===== src/rtl/ma_sample_sequencer.sv =====
// Sequencer between a valid/ready sample stream and the moving-average filter datapath.
// Latency: push at t -> strobe at t+2 -> filter done at t+3+N -> out_valid from t+5+N.
// Backpressure: a held result blocks new issues, which then fills the 2-deep input FIFO (in_ready=0).
//
// Ports:
//   clk, reset                     : rising-edge clock, asynchronous active-high reset
//   in_data/in_valid/in_ready      : upstream sample stream (in_ready = FIFO not full)
//   flt_data/flt_strobe            : registered sample and one-cycle strobe to the filter
//   flt_done/flt_result            : filter completion strobe and average
//   out_data/out_valid/out_ready   : downstream result stream
//   cfg_decim                      : forward one of every cfg_decim+1 results
//   clr_err/err                    : sticky watchdog flag and its clear
//   busy                           : sequencer not in IDLE
module ma_sample_sequencer #(
  parameter int DATA_W  = 10,
  parameter int TIMEOUT = 16
) (
  input  logic              clk,
  input  logic              reset,
  input  logic [DATA_W-1:0] in_data,
  input  logic              in_valid,
  output logic              in_ready,
  output logic [DATA_W-1:0] flt_data,
  output logic              flt_strobe,
  input  logic              flt_done,
  input  logic [DATA_W-1:0] flt_result,
  output logic [DATA_W-1:0] out_data,
  output logic              out_valid,
  input  logic              out_ready,
  input  logic [3:0]        cfg_decim,
  input  logic              clr_err,
  output logic              busy,
  output logic              err
);

  localparam int TW = (TIMEOUT > 1) ? $clog2(TIMEOUT) : 1;
  localparam logic [TW-1:0] TIMER_LAST = TW'(TIMEOUT - 1);

  typedef enum logic [1:0] {
    IDLE      = 2'd0,
    ISSUE     = 2'd1,
    WAIT_DONE = 2'd2,
    CAPTURE   = 2'd3
  } state_t;

  state_t state, state_nxt;

  // ------------------------------------------------------------------
  // Two-entry input FIFO. Pointers are single bits because the depth is
  // two; simultaneous push and pop leave the count unchanged.
  // ------------------------------------------------------------------
  logic [DATA_W-1:0] fifo_mem [2];
  logic              fifo_wr_ptr;
  logic              fifo_rd_ptr;
  logic [1:0]        fifo_count;
  logic              fifo_full;
  logic              fifo_empty;
  logic              fifo_push;
  logic              fifo_pop;
  logic [DATA_W-1:0] fifo_head;

  assign fifo_full  = (fifo_count == 2'd2);
  assign fifo_empty = (fifo_count == 2'd0);
  assign in_ready   = !fifo_full;
  assign fifo_push  = in_valid && !fifo_full;
  assign fifo_head  = fifo_mem[fifo_rd_ptr];

  always_ff @(posedge clk) begin
    if (fifo_push) fifo_mem[fifo_wr_ptr] <= in_data;
  end

  always_ff @(posedge clk or posedge reset) begin
    if (reset) begin
      fifo_wr_ptr <= 1'b0;
      fifo_rd_ptr <= 1'b0;
      fifo_count  <= 2'd0;
    end else begin
      if (fifo_push) fifo_wr_ptr <= !fifo_wr_ptr;
      if (fifo_pop)  fifo_rd_ptr <= !fifo_rd_ptr;
      case ({fifo_push, fifo_pop})
        2'b10:   fifo_count <= fifo_count + 1'b1;
        2'b01:   fifo_count <= fifo_count - 1'b1;
        default: fifo_count <= fifo_count;
      endcase
    end
  end

  // ------------------------------------------------------------------
  // Control FSM
  // ------------------------------------------------------------------
  logic [TW-1:0] timer;
  logic [3:0]    dec_cnt;
  logic          issue;
  logic          timer_clr;
  logic          timer_inc;
  logic          err_set;
  logic          capture;

  always_ff @(posedge clk or posedge reset) begin
    if (reset) state <= IDLE;
    else       state <= state_nxt;
  end

  always_comb begin
    state_nxt = state;
    fifo_pop  = 1'b0;
    issue     = 1'b0;
    timer_clr = 1'b0;
    timer_inc = 1'b0;
    err_set   = 1'b0;
    capture   = 1'b0;
    case (state)
      IDLE: begin
        // A held result blocks issue so the filter never overwrites it.
        if (!fifo_empty && !out_valid) begin
          fifo_pop  = 1'b1;
          issue     = 1'b1;
          state_nxt = ISSUE;
        end
      end
      ISSUE: begin
        timer_clr = 1'b1;
        state_nxt = WAIT_DONE;
      end
      WAIT_DONE: begin
        if (flt_done) begin
          state_nxt = CAPTURE;
        end else if (timer == TIMER_LAST) begin
          // Filter never finished: drop this sample, flag it, move on.
          err_set   = 1'b1;
          state_nxt = IDLE;
        end else begin
          timer_inc = 1'b1;
        end
      end
      CAPTURE: begin
        capture   = 1'b1;
        state_nxt = IDLE;
      end
      default: state_nxt = IDLE;
    endcase
  end

  assign busy = (state != IDLE);

  // ------------------------------------------------------------------
  // Datapath registers
  // ------------------------------------------------------------------
  always_ff @(posedge clk or posedge reset) begin
    if (reset) begin
      flt_data   <= '0;
      flt_strobe <= 1'b0;
      timer      <= '0;
      err        <= 1'b0;
      out_data   <= '0;
      out_valid  <= 1'b0;
      dec_cnt    <= '0;
    end else begin
      // Strobe is the registered issue decision, so it is high only in ISSUE.
      flt_strobe <= issue;
      if (issue) flt_data <= fifo_head;

      if (timer_clr)      timer <= '0;
      else if (timer_inc) timer <= timer + 1'b1;

      // A watchdog hit takes priority over a coincident clear.
      if (err_set)      err <= 1'b1;
      else if (clr_err) err <= 1'b0;

      if (capture) begin
        // >= so that lowering cfg_decim below the running count forwards at once.
        if (dec_cnt >= cfg_decim) begin
          out_data  <= flt_result;
          out_valid <= 1'b1;
          dec_cnt   <= '0;
        end else begin
          dec_cnt <= dec_cnt + 1'b1;
        end
      end else if (out_valid && out_ready) begin
        out_valid <= 1'b0;
      end
    end
  end

endmodule


===== config.mk =====
export PLATFORM = sky130hd
export DESIGN_NAME = ma_sample_sequencer
export DESIGN_NICKNAME = d
export VERILOG_FILES = /design/src/rtl/ma_sample_sequencer.sv
export SDC_FILE = /design/constraint.sdc
export NUM_CORES = 1
export LEC_CHECK = 0
export CAP_MARGIN = 15
export CORE_MARGIN = 3
export CORE_UTILIZATION = 49
export CTS_CLUSTER_DIAMETER = 100
export DETAILED_ROUTE_END_ITERATION = 8
export PLACE_DENSITY = 0.76
export SLEW_MARGIN = 10
export SYNTH_ARGS = -nofsm -noshare
export SYNTH_HDL_FRONTEND = slang
export SYNTH_SLANG_ARGS = --single-unit

===== constraint.sdc =====
create_clock -name clk -period 2.6 [get_ports clk]
set_clock_uncertainty 0.05 [all_clocks]
set_input_delay 0.39 -clock clk [delete_from_list [all_inputs] [get_ports clk]]
set_output_delay 0.39 -clock clk [all_outputs]
set_load 0.02 [all_outputs]

---- After elaboration in Yosys (flattened, before gate mapping) ----
Memory sizes are Yosys's and may differ from the RTL's. A register that Yosys moved wholly into a read port is not among the register bits.
Cells that the tools add are included.
W data, S select, Z words.
word-level totals
  latch bits .............................. 0
  register bits after elaboration ......... 27
  memory bits (writable) .................. 20
  bits in read-only memories .............. 0
  memories ................................ 1
  output and inout port bits .............. 25
  bits of input ports ..................... 30
  word-level logic and storage cells ...... 69
memory list
  memory    depth  bits a word  read ports  clocked after memory_dff  wr ports  RTL line  text
  fifo_mem  2      10           1           1                         1         52        logic [DATA_W-1:0] fifo_mem [2];
operators by class
  bitwise operators ....................... 0
  equality and inequality tests ........... 10
  reduce and logical (&&, ||, !) cells .... 18
  mux-type cells .......................... 25
  shift operators ......................... 0
  $lt $le $gt $ge ......................... 1
  $mul .................................... 0
  divide/modulo/power cells ............... 0
  add/sub/neg operators ................... 4
operators with widths
  kind                   number
  $mux W1                17
  $mux W4                3
  $reduce_bool A2 Y1     5
  $add A4 B1 Y4 const B  2
  $eq A2 B2 Y1 const B   4
  $pmux W2 S4            1
  $mux W2                3
  $reduce_and A2 Y1      3
  $logic_not A1 Y1       5
  $eq A2 B1 Y1 const B   2
  $eq A4 B4 Y1 const B   1
  $ge A4 B4 Y1           1
  $logic_not A2 Y1       2
  $pmux W2 S2            1
  $logic_and A1 B1 Y1    3
  $ne A3 B3 Y1 const B   1
  $add A2 B1 Y2 const B  1
  $ne A2 B1 Y1 const B   1
  $ne A2 B2 Y1 const B   1
  $sub A2 B1 Y2 const B  1

---- Logic depth before layout (Yosys ltp) ----
  word-level depth ........................ 7
  gate-level depth with buffers ........... 7
  mapped depth without buffers ............ 6

---- Least setup slack after synthesis ----
No wires, ideal clock.
  kind .................................... reg-to-reg
  from .................................... register state[1]
  to ...................................... register fifo_count[1]
  path slack .............................. 743 ps
  cell stages (with the launch flop) ...... 7
  data required time ...................... 2471 ps
  buffers on the path ..................... 1
  arrival time ............................ 1728 ps
  setup time .............................. 79 ps
  clock period less this slack ............ 1857 ps
  cell sequence ........................... dfrtp_1 -> or2_2 -> nor3_4 -> buf_2 -> ha_1 -> nor2_1 -> xor2_1
between the ends
  longest elaborated chain between the ends .. 4
  elaborated cells between the ends (all ways) .. 6
  those cells by class .................... 2 x eq/ne; 2 x mux; 2 x reduce/logical
ends and longest elaborated chain
  item                                                      RTL line  text
  start: declaration                                        46        state_t state, state_nxt;
  start signal: assignment                                  101       else state <= state_nxt;
  $logic_not A2 Y1 *                                        112       case (state)
  $mux W1 *                                                 112
  named net fifo_pop                                        59        logic fifo_pop;
  $eq A2 B1 Y1 / $eq A2 B2 Y1 (equally long branches)       80        case ({fifo_push, fifo_pop})
  $pmux W2 S2 / $reduce_bool A2 Y1 (equally long branches)  --
  end signal: assignment                                    81        2'b10: fifo_count <= fifo_count + 1'b1;
  end signal: assignment                                    82        2'b01: fifo_count <= fifo_count - 1'b1;
  end signal: assignment                                    83        default: fifo_count <= fifo_count;
  end: declaration                                          55        logic [1:0] fifo_count;
Mark *: on every way through the listed nets, which the timed path passes. The rest lies on a longest branch.
A chain may end at the register's enable or synchronous reset.

---- Worst setup path after layout ----
  from .................................... register state[1]
  to ...................................... output busy
between the ends
  longest elaborated chain between the ends .. 1
ends and longest elaborated chain
  item                RTL line  text
  $reduce_bool A2 Y1  144       assign busy = (state != IDLE);
  end: declaration    32        output logic busy,
No other way between the ends.

==> metrics.log <==
INFO  metric detail_route.iter0.violations = 103
INFO  metric synthesis.yosys.warnings = 0
INFO  metric report.final.slew_viol_count = 0
INFO  metric layout_common_cells = 54 x sky130_fd_sc_hd__clkdlybuf4s50_1, 37 x sky130_fd_sc_hd__dfrtp_1, 20 x sky130_fd_sc_hd__edfxtp_1
INFO  metric seq_area_frac_synth = 0.655
INFO  metric place_area = 2930 um^2
INFO  metric htreeDepth = 3
INFO  metric synthDominantCellAreaShare = 0.397
INFO  metric gpl.final_weighted_congestion = 0.758
INFO  metric drt_drc_violations_left = 0
INFO  metric worstPathRequired = 2.16 ns
INFO  metric crit_path_max_fanout = 7
INFO  metric fin_crit_sh = 0.816
INFO  metric fp.dieW = 75.0 um
INFO  metric timing.slew.headroom = 0.604
INFO  metric netlist-cell-type-count = 32
INFO  metric tritoncts_num_sinks = 57
INFO  metric placedCellCount = 276
INFO  metric area_delta_synth_final = 37.3%
INFO  metric post_layout_cell_count = 292
INFO  metric core_region_area = 4470 um^2
INFO  metric antenna_left = 0
INFO  metric synthDominantAreaCellType = sky130_fd_sc_hd__dfrtp_1
INFO  metric finalHoldViolations = 0
INFO  metric drv_cap = 0
INFO  metric detailedRoute.firstPassIterationCount = 4
INFO  metric combinational_group_share_of_total_power = 0.364
INFO  metric vias_cell = 5.23
INFO  metric routed_vias = 1528
INFO  metric cts_setup_buffers = 0
INFO  metric compound_cell_area_share_of_the_yosys_netlist = 0.0746
INFO  metric power_report.internal_total = 2770 uW
INFO  metric synth.area.top_cells = sky130_fd_sc_hd__dfrtp_1 40%, sky130_fd_sc_hd__edfxtp_1 26%, sky130_fd_sc_hd__mux2_2 4.8%
INFO  metric worst_r2r_path_depth = 7
INFO  metric antenna_found_initial = 0
INFO  metric critical_path.endpoint_type = output pin
INFO  metric number_of_global_route_vias_before_repair = 1602
INFO  metric insertion_delay = 0.32 ns
INFO  metric die_area = 5620 um^2
INFO  metric floorplan.initialDensity = 0.521
INFO  metric cellPowerDensity = 1290 nW/um^2
INFO  metric final_cell_area = 3200 um^2
INFO  metric hold_buffers = 0
INFO  metric power.sequential.fraction = 0.371
INFO  metric antenna_cells_inserted = 0
INFO  metric postSynthRegisterBits = 57
INFO  metric cts_max_path_buffers = 2
INFO  metric io_pins = 55
INFO  metric grt_overflow_total = 0
INFO  metric nets = 272
INFO  metric post_synth.cell_area_avg = 13.6 um^2
INFO  metric tritoncts = built
INFO  metric grt_setup_unrepaired = no
INFO  metric p_sw_frac = 0.328
INFO  metric global_route_wire_length_before_repair = 7.71 mm
INFO  metric fraction_of_synthesized_area_in_multiplexers = 0.0913
INFO  metric asyncSetResetFlopFracSynth = 0.649
INFO  metric synth_fp_nets = 208
INFO  metric tritoncts.num_buffers = 9
INFO  metric die_h = 75.0 um
INFO  metric wl_per_cell = 16.1 um
INFO  metric outcome = complete, no violations
INFO  metric drive_above_1_share = 0.158
INFO  metric synth_top_family_by_area = simple AND/OR/NAND/NOR gates
INFO  metric clk_root_buffer_cell = sky130_fd_sc_hd__clkbuf_8
INFO  metric maximum_number_of_pins_on_one_net_before_global_route_repair = 38
INFO  metric timing_worst_slew_pin_value = 0.594 ns
INFO  metric pwr-share-clk = 0.264
INFO  metric path_class = flop to output pin
INFO  metric synth-edff-count = 20
INFO  metric worst_setup_path_start_kind = flop
INFO  metric io_buffers = 54
INFO  metric cp.arrival = 1.68 ns
INFO  metric dpl.hpwl = 3.33 mm
INFO  metric rows = 24
INFO  metric p_sw = 1350 uW
INFO  metric post_synth_instance_area = 2330 um^2
INFO  metric wirelength = 4.69 mm
INFO  metric fraction_of_the_mapped_netlist_area_in_simple_logic_gates = 0.0939
INFO  metric synth-adder-area-share = 0.0376
INFO  metric postSynth.topFlopCell = sky130_fd_sc_hd__dfrtp_1
INFO  metric totalNegativeSetupSlack = 0 ns
INFO  metric peakVddDrop = 0.593 mV
INFO  metric synthXorXnorAreaFrac = 0.0188
INFO  metric cts_resized = 0
INFO  metric total_leakage_power = 0.00135 uW
INFO  metric min_path_type = primary input to asynchronous set/reset pin
INFO  metric post_synth_inst_count = 171
INFO  metric layout_min_cycle_time = 2.12 ns
INFO  metric layout.cells.most_common = sky130_fd_sc_hd__clkdlybuf4s50_1
INFO  metric grt_resource_usage_total = 0.191
INFO  metric maxClockFrequency = 471 MHz
INFO  metric cts.reportedPaths.clkPinSlew = 0.06 ns
INFO  metric finalSetupViolations = 0
[flip-flops by register name, summed over array words and instances (netlist names)]
| name | count |
|---|---|
| err | 1 |
| timer | 4 |
| out_valid | 1 |
| flt_data | 10 |
| fifo_mem | 20 |
| state | 2 |
| out_data | 10 |
| fifo_count | 2 |
| dec_cnt | 4 |
| fifo_wr_ptr | 1 |
| fifo_rd_ptr | 1 |
| flt_strobe | 1 |
[logic make-up (layout without fill, tap and decap cells)]
family                     Yosys count  count (layout)
AOI/OAI and AO/OA                   26              26
buffers and inverters               14              83
adders and majority gates            7               7
xor gates and xnor gates             5               5
and+or+nand+nor                     42              42
DFF                                 57              57
muxes                               20              20
[worst paths after layout]
check,start,to,slack [ns]
worst min register to register,fifo_wr_ptr,fifo_wr_ptr,0.45
worst min-delay path,reset,out_data[2],0.42
min in group clk,fifo_wr_ptr,fifo_wr_ptr,0.45
worst max-delay path,state[1],busy,0.48
max in group asynchronous,reset,err,1.75
worst max register to register,dec_cnt[0],out_data[2],0.64
[Yosys cell counts, drive strengths merged, types with 3 or more instances]
cell,number
nor2,13
nand3,8
nand2b,4
xnor2,3
dfrtp,37
inv,9
mux2,10
a21oi,12
mux2i,10
o21ai,6
nand2,9
buf,5
ha,7
edfxtp,20
o211ai,3
[final cells by class]
type | instances | area, um^2
sequential | 57 | 1530
fill | 310 | 1270
multi-input combinational | 100 | 737
timing repair buffer | 58 | 571
clock buffer | 10 | 138
clock inverter | 6 | 129
tap | 52 | 65.1
inverter | 9 | 33.8
[critical path: stages, from the launching register on]
cell	delay, ns
sky130_fd_sc_hd__dfrtp_1	0.44
sky130_fd_sc_hd__or2_2	0.37
sky130_fd_sc_hd__clkdlybuf4s50_1	0.55
[per-layer routing]
layer | vias up | routed length, um | global-route usage
met5 | - | 0 | 0
met1 | 760 | 1840 | 0.223
met2 | 33 | 2590 | 0.319
met3 | 6 | 204 | 0.0801
li1 | 729 | - | -
met4 | 0 | 61 | 0.0593
[power by group through the flow]
stage                     logic [uW]  clock network, uW  registers [uW]
final                           1500               1090            1530
after floorplan                  757                  0            1670
after CTS                       1520               1110            1530
after detailed placement        1510                  0            1550
after global placement          1440                  0            1520
after global routing            1630               1160            1570
[stage by stage]
step,worst slack [ns],power (uW),hold WS (ns),utilization
6_report,0.479,4120,0.421,0.715
5_1_grt,0.414,4370,0.458,0.715
4_1_cts,0.459,4170,0.429,0.715
3_5_place_dp,0.277,3050,0.439,0.655
3_3_place_gp,0.356,2960,0.424,0.655
2_1_floorplan,0.743,2430,0.410,-
Power figures use the tool's default switching activity.
